`config.mk`:
```
export PLATFORM = sky130hd
export DESIGN_NAME = ub_port_arbiter
export DESIGN_NICKNAME = d
export VERILOG_FILES = /design/src/rtl/ub_port_arbiter.sv
export SDC_FILE = /design/constraint.sdc
export NUM_CORES = 1
export LEC_CHECK = 0
export ABC_AREA = 1
export CORE_AREA = 2 2 633 635
export DETAILED_ROUTE_END_ITERATION = 6
export DIE_AREA = 0 0 635 637
export GPL_TIMING_DRIVEN = 0
export SYNTH_ARGS = -nofsm -noshare
export SYNTH_HDL_FRONTEND = slang
export SYNTH_SLANG_ARGS = --single-unit
```
`constraint.sdc`:
```
create_clock -name clk -period 3 [get_ports clk]
set_input_delay 0.6 -clock clk [delete_from_list [all_inputs] [get_ports clk]]
set_output_delay 0.6 -clock clk [all_outputs]
set_load 0.02 [all_outputs]
```
`src/rtl/ub_port_arbiter.sv`:
```
// Burst-locked round-robin arbiter for the shared unified-buffer port.
// Read responses are tagged with the issuing owner and returned RD_LAT cycles later.
module ub_port_arbiter #(
    parameter int NREQ   = 3,
    parameter int ADDR_W = 9,
    parameter int DATA_W = 256,
    parameter int LEN_W  = 8,
    parameter int RD_LAT = 1
) (
    input  logic                     clk,
    input  logic                     rst_n,
    input  logic [NREQ-1:0]          req_valid,
    input  logic [NREQ-1:0]          req_wr,
    input  logic [NREQ*ADDR_W-1:0]   req_addr,
    input  logic [NREQ*LEN_W-1:0]    req_len,
    input  logic [NREQ*DATA_W-1:0]   req_wdata,
    output logic [NREQ-1:0]          req_grant,
    output logic [NREQ-1:0]          rsp_valid,
    output logic [DATA_W-1:0]        rsp_rdata,
    output logic                     ub_en,
    output logic                     ub_we,
    output logic [ADDR_W-1:0]        ub_addr,
    output logic [DATA_W-1:0]        ub_wdata,
    input  logic [DATA_W-1:0]        ub_rdata,
    output logic                     arb_busy,
    output logic [1:0]               arb_owner
);

    typedef enum logic {IDLE, BURST} state_t;

    state_t                         state;
    logic                           wr_q;
    logic [ADDR_W-1:0]              base_q;
    logic [LEN_W-1:0]               len_q;
    logic [LEN_W-1:0]               beat_q;
    logic [1:0]                     win;
    logic                           win_vld;
    logic [NREQ-1:0]                own_oh;
    logic [NREQ-1:0]                rd_tag;
    logic [RD_LAT-1:0][NREQ-1:0]    tag_pipe;
    int                             idx;

    // Scan from the farthest candidate down so the nearest one after the
    // last owner is the final assignment.
    always_comb begin
        win     = '0;
        win_vld = 1'b0;
        idx     = 0;
        for (int k = NREQ; k >= 1; k--) begin
            idx = (int'(arb_owner) + k) % NREQ;
            if (req_valid[idx]) begin
                win     = 2'(idx);
                win_vld = 1'b1;
            end
        end
    end

    assign own_oh    = NREQ'(1) << arb_owner;
    assign arb_busy  = (state == BURST);
    assign ub_en     = arb_busy && req_valid[arb_owner];
    assign ub_we     = ub_en && wr_q;
    assign ub_addr   = ub_en ? base_q + ADDR_W'(beat_q) : '0;
    assign ub_wdata  = ub_en ? req_wdata[arb_owner*DATA_W +: DATA_W] : '0;
    assign req_grant = ub_en ? own_oh : '0;

    always_ff @(posedge clk or negedge rst_n) begin
        if (!rst_n) begin
            state     <= IDLE;
            arb_owner <= 2'(NREQ-1);
            wr_q      <= 1'b0;
            base_q    <= '0;
            len_q     <= '0;
            beat_q    <= '0;
        end else begin
            case (state)
                IDLE: if (win_vld) begin
                    arb_owner <= win;
                    wr_q      <= req_wr[win];
                    base_q    <= req_addr[win*ADDR_W +: ADDR_W];
                    len_q     <= req_len[win*LEN_W +: LEN_W];
                    beat_q    <= '0;
                    state     <= BURST;
                end
                BURST: if (ub_en) begin
                    if (beat_q == len_q) begin
                        beat_q <= '0;
                        state  <= IDLE;
                    end else begin
                        beat_q <= beat_q + 1'b1;
                    end
                end
                default: state <= IDLE;
            endcase
        end
    end

    // Owner tag travels alongside the read so responses survive re-arbitration.
    assign rd_tag = (ub_en && !wr_q) ? own_oh : '0;

    always_ff @(posedge clk or negedge rst_n) begin
        if (!rst_n) tag_pipe <= '0;
        else        tag_pipe <= (tag_pipe << NREQ) | (RD_LAT*NREQ)'(rd_tag);
    end

    assign rsp_valid = tag_pipe[RD_LAT-1];
    assign rsp_rdata = (|rsp_valid) ? ub_rdata : '0;

endmodule

```
==> out/summary.txt, run 1 <==
status - finished, violations left
violations in the final reports - design-rule violations, negative setup slack
Crit Path Class - flop to output pin
first-pass GRT wire length - 505000 um
RSZ-0062 raised after global routing - true
worst vdd ir - 0.000498 V
count of cell types in the netlist - 35
slew margin rel. - 0.361
Max Cap Violations - 0
number of global-route vias before repair - 23200
Vias - 28000
synthesized area - 0.0107 sq mm
final core utilization - 0.104
Via density - 3.01
Syn Nets - 3172
Leak - 16.2 nW
layout cell share with drive strength beyond 1 - 0.264
DIE AREA - 0.404 sq mm
H-tree depth - 2
Fillers - 46000
Mean Syn Cell Area - 5.14 sq um
design area - 0.0414 sq mm
Setup crit end kind - output pin
#FFs+latches synth - 32
Worst Skew - 6.71 ps
Post-Place Cell Area - 0.0336 sq mm
most common cell after layout, fill and taps aside - clkdlybuf4s50_1
CTS sink count - 32
# hold bufs at CTS - 0
Die Ht - 637 um
Tcrit/Tclk final - 1.10
Die W - 635 um
Area Growth Syn to Fin - 289%
most frequent cells in the layout - clkdlybuf4s50_1 (1199), nor2_1 (512), inv_1 (300)
DR WL/cell - 49.2 um
arrival time of the worst setup path - 2700 ps
Fmax - 0.303 GHz
drt initial violations - 2968
Syn Inst Count - 2074
startpoint types - flop
# DRC - 1
hpwl dp - 431000 um
FP Rows - 232
post-placement worst setup slack - -3130 ps
nets@finish - 4874
Ys Warns - 0
routability congestion estimate from global placement - 1.19
crit-path max FO - 10
Clock Latency Late Sink - 290 ps
Initial Util - 0.0268
Overall Power - 48.3 mW
I/O Buffers - 1614
Worst Tran Pin Value - 957 ps
buffer depth of the longest clock path - 2
Max Slew Vio Count - 0
Worst Hold Class - input port to async pin
Clock Root Buffer - clkbuf_16
cts bufs inserted - 5
largest net degree at the start of global routing - 33
Final min period - 3300 ps
Clock transition at path regs - 60 ps
WP data required - 2400 ps
Antenna Nets Post-Route - 0
PD cells - 1160 mW/mm^2
global route total overflow - 0
final setup vio count - 288
sequential fraction of the synthesis area - 0.0753
TritonCTS clock tree - yes
Core Area - 0.398 sq mm
setup ws final - -302 ps
Final Hold Vio Count - 0
I/O pin cnt - 1615
WL final - 457000 um
hold slack - 380 ps
All-Layer GR Usage - 0.215
router iterations before antenna repair - 6
initial antenna violation count - 605
==> repair_timing <==
| item | CTS | global route |
|---|---|---|
| setup buffers | 25 | 20 |
| gates cloned | 13 | 21 |
| resized for setup | 2525 | 953 |
| pin swaps | 67 | 132 |
| setup endpoints to repair | 550 | 500 |
==> state kept, by name, summed over array words and instances (netlist names) <==
signal / count
base_q: 9
arb_owner: 2
arb_busy: 1
wr_q: 1
len_q: 8
rsp_valid: 3
beat_q: 8
==> cell usage after synthesis, drive strengths merged <==
cell type / number / share of area
a21oi: 27 / 0.013
clkbuf: 123 / 0.043
ha: 14 / 0.016
a2bb2oi: 256 / 0.21
nor3: 5 / 0.0023
inv: 309 / 0.11
dfstp: 1 / 0.0025
o21ai: 271 / 0.13
o311ai: 1 / 0.00082
and2: 1 / 0.00059
nor2: 791 / 0.28
nand4: 12 / 0.0070
o21a: 2 / 0.0014
xor2: 4 / 0.0033
dfrtp: 31 / 0.073
xnor2: 4 / 0.0033
buf: 58 / 0.029
fa: 1 / 0.0019
nand2: 101 / 0.038
nand3: 49 / 0.024
o211ai: 13 / 0.013
==> per-stage QoR <==
stage	cells	TNS, ps
final	9295	-35790
after global placement	8953	-904120
after global routing	9213	-51950
after floorplan	2074	0
after detailed placement	8960	-675190
after CTS	9006	-73180
==> logic make-up after synthesis <==
| logic type | after synthesis | share of synthesized area |
|---|---|---|
| buf+inv | 490 | 0.182 |
| simple gates | 959 | 0.351 |
| compound gates | 570 | 0.367 |
| flops | 32 | 0.0753 |
| fa+ha+maj | 15 | 0.0183 |
| xor+xnor | 8 | 0.00658 |
==> cell type report <==
class / instances / area, sq um / share of cell area
timing repair inverter: 1 / 11.3 / 0.000272
clock inverter: 3 / 42.5 / 0.00103
multi-input combinational: 1552 / 11500 / 0.276
inverter: 309 / 1180 / 0.0286
buffer: 179 / 1840 / 0.0443
clock buffer: 5 / 125 / 0.00302
tap: 5265 / 6590 / 0.159
timing repair buffer: 1696 / 18800 / 0.453
sequential: 32 / 805 / 0.0194
antenna: 253 / 633 / 0.0153
==> power breakdown <==
part	leakage, nW	switching (mW)	internal [mW]
combinational	15.7	29.8	17.0
clock	0.0814	0.197	0.390
sequential	0.405	0.227	0.605
total	16.2	30.2	18.0
==> metal layers <==
layer  track usage  up-vias  share of wire
met5        0.0168        -         0.0080
met3         0.168     1323           0.18
met1         0.204    12800           0.32
met2         0.348     3137           0.45
li1              -    10400              -
met4        0.0761      362          0.050
==> worst paths after layout <==
check                             start            end  slack [ps]  cells past startpoint
setup / recovery           arb_owner[0]  ub_wdata[190]        -300                      7
hold / removal                    rst_n           wr_q         380                      1
setup reg to reg           arb_owner[1]      base_q[0]          80                     14
hold reg to reg                    wr_q           wr_q         510                      2
max in group asynchronous         rst_n   arb_owner[0]        2090                      1
min in group clk                   wr_q           wr_q         510                      2
==> critical path: stages, from the launching register on <==
cell and delay [ps]:
dfrtp_2 480, buf_12 190, buf_2 280, clkbuf_2 290, o21ai_0 710, a2bb2oi_1 200
nor2_1 60, buf_4 160
No activity file was read; power rests on OpenSTA's default activity.
==> run 2, diff against run 1 <==
--- a/config.mk
+++ b/config.mk
@@ -10,6 +10,7 @@
 export DETAILED_ROUTE_END_ITERATION = 6
 export DIE_AREA = 0 0 635 637
 export GPL_TIMING_DRIVEN = 0
+export RECOVER_POWER = 50
 export SYNTH_ARGS = -nofsm -noshare
 export SYNTH_HDL_FRONTEND = slang
 export SYNTH_SLANG_ARGS = --single-unit
==> out/summary.txt, run 2 (synthesized netlist as in run 1, its figures left out) <==
WL final - 457000 um (about the same)
R2R Setup Slk - 120 ps (was 80 ps)
reg2reg path depth - 14 (unchanged)
slew margin rel. - -0.210 (was 0.361)
Critical path buffers and inverters - 4 (unchanged)
largest net degree at the start of global routing - 33 (unchanged)
RSZ-0062 raised after global routing - true (unchanged)
WP data required - 2400 ps (about the same)
Final min period - 3300 ps (about the same)
Max Cap Violations - 1 (was 0)
worst r2r src - arb_owner[1] (unchanged)
Area Growth Syn to Fin - 289% (about the same)
family with the most delay on the worst path - buffers and inverters (unchanged)
startpoint types - flop (unchanged)
crit path cell chain - buf_12, buf_2, clkbuf_2, o21ai_0, a2bb2oi_1, nor2_1, buf_4 (unchanged)
routability congestion estimate from global placement - 1.19 (unchanged)
Post-Place Cell Area - 0.0336 sq mm (unchanged)
largest incremental delay on the critical path - 710 ps (about the same)
met2 WL - 204000 um (was 205000 um)
router iterations before antenna repair - 7 (was 6)
Tcrit/Tclk final - 1.10 (about the same)
Clock Root Buffer - clkbuf_16 (unchanged)
Final Hold Vio Count - 0 (unchanged)
most frequent cells in the layout - clkdlybuf4s50_1 (1199), nor2_1 (512), inv_1 (300) (unchanged)
initial antenna violation count - 605 (unchanged)
nets@finish - 4874 (unchanged)
Clock transition at path regs - 60 ps (about the same)
R2R Path End - base_q[0] (unchanged)
DR WL/cell - 49.2 um (about the same)
# DRC - 2 (was 1)
cts bufs inserted - 5 (unchanged)
arrival time of the worst setup path - 2700 ps (about the same)
Worst Hold Class - flop to flop (was input port to async pin)
Vias - 27900 (was 28000)
CP Launch Point - arb_owner[0] (unchanged)
buffer depth of the longest clock path - 2 (unchanged)
Largest register FFs - 9 (unchanged)
Leak - 16.2 nW (about the same)
highest metal used - met5 (unchanged)
number of global-route vias before repair - 23200 (unchanged)
Met3 Wirelength - 80600 um (was 81000 um)
post-placement worst setup slack - -3130 ps (unchanged)
Clock Latency Late Sink - 290 ps (about the same)
Slowest-stage cell, CP - o21ai_0 (unchanged)
crit path to - ub_wdata[190] (unchanged)
leading registers by flop count - base_q x9, beat_q x8, len_q x8 (unchanged)
hpwl dp - 431000 um (unchanged)
Crit Path Class - flop to output pin (unchanged)
I/O Buffers - 1614 (unchanged)
TritonCTS clock tree - yes (unchanged)
worst vdd ir - 0.000499 V (was 0.000498 V)
All-Layer GR Usage - 0.215 (unchanged)
most common cell after layout, fill and taps aside - clkdlybuf4s50_1 (unchanged)
Worst Skew - 6.07 ps (was 6.71 ps)
FP Rows - 232 (unchanged)
DIE AREA - 0.404 sq mm (unchanged)
Die W - 635 um (unchanged)
crit-path max FO - 10 (unchanged)
first-pass GRT wire length - 505000 um (unchanged)
Die Ht - 637 um (unchanged)
status - finished, violations left (unchanged)
H-tree depth - 2 (unchanged)
violations in the final reports - antenna violations, design-rule violations, max-capacitance violations, max-slew violations, negative setup slack (was design-rule violations, negative setup slack)
Via density - 3.00 (was 3.01)
Worst Tran Pin Value - 1810 ps (was 957 ps)
final core utilization - 0.104 (about the same)
I/O pin cnt - 1615 (unchanged)
design area - 0.0414 sq mm (about the same)
Initial Util - 0.0268 (unchanged)
critical path depth - 7 (unchanged)
Core Area - 0.398 sq mm (unchanged)
CTS sink count - 32 (unchanged)
Max Slew Vio Count - 33 (was 0)
global route total overflow - 0 (unchanged)
PD cells - 1160 mW/mm^2 (about the same)
Setup crit end kind - output pin (unchanged)
setup ws final - -301 ps (was -302 ps)
Reg with most FFs - base_q (unchanged)
drt initial violations - 2970 (was 2968)
final setup vio count - 289 (was 288)
layout cell share with drive strength beyond 1 - 0.264 (about the same)
Antenna Nets Post-Route - 4 (was 0)
Fmax - 0.303 GHz (about the same)
met1 wire length - 145000 um (about the same)
## run 2: cell count changes in the layout (fill, tap and decap cells not counted)
cell	delta
buf_2	-1
clkbuf_1	+1
diode_2	-1
## run 2: metal layers
metal / up-vias / GRT usage
met5: - / 0.0168
met1: 12700 / 0.204
li1: 10400 / -
met4: 358 / 0.0761
met2: 3132 / 0.348
met3: 1306 / 0.168
## run 2: worst register-to-register path: stages, from the launching register on
cell	delay, ps
dfstp_2	560
clkinvlp_4	130
buf_6	170
buf_4	190
ha_1	280
buf_4	160
inv_2	70
nand2_2	70
nand3_2	120
a21oi_2	190
nand2_4	70
nand2_4	140
buf_4	240
nand4_1	240
nand3_1	160
## run 2: what timing repair did
action / 4_1_cts / 5_1_grt
cloned: 13 / 21
hold buffers: 0 / 0
gates resized for setup: 2525 / 953
pin swaps: 67 / 132
endpoints found under the setup margin: 550 / 500
buffers inserted: 25 / 20
## run 2: where the power goes
group / switching (mW) / total, mW / internal, mW
clock network: 0.200 / 0.590 / 0.390
logic: 29.8 / 46.8 / 17.0
registers: 0.229 / 0.833 / 0.605
## run 2: worst min path at each step
| stage | startpoint | to | slack [ps] | depth (start not counted) |
|---|---|---|---|---|
| final | wr_q | wr_q | 510 | 2 |
| after global routing | len_q[1] | len_q[1] | 530 | 2 |
| after CTS | rst_n | len_q[7] | 400 | 1 |
| after detailed placement | len_q[1] | len_q[1] | 490 | 2 |
| after global placement | base_q[0] | base_q[0] | 490 | 2 |
| after floorplan | rst_n | arb_busy | 300 | 0 |
## run 2: layout make-up
cell class                 count  area (sq um)
antenna                      252           631
buffer                       179          1840
clock buffer                   5           125
clock inverter                 3          42.5
fill                       46000        357000
inverter                     309          1180
multi-input combinational   1552         11500
sequential                    32           805
tap                         5265          6590
timing repair buffer        1696         18800
timing repair inverter         1          11.3
## run 2: per-stage QoR
stage	power, mW	instances	TNS, ps	hold WS, ps
3_3_place_gp	35.9	8953	-904120	493
3_5_place_dp	36.2	8960	-675190	493
2_1_floorplan	13.3	2074	0	304
6_report	48.3	9294	-35660	510
4_1_cts	42.4	9006	-73180	402
5_1_grt	49.7	9213	-51950	533
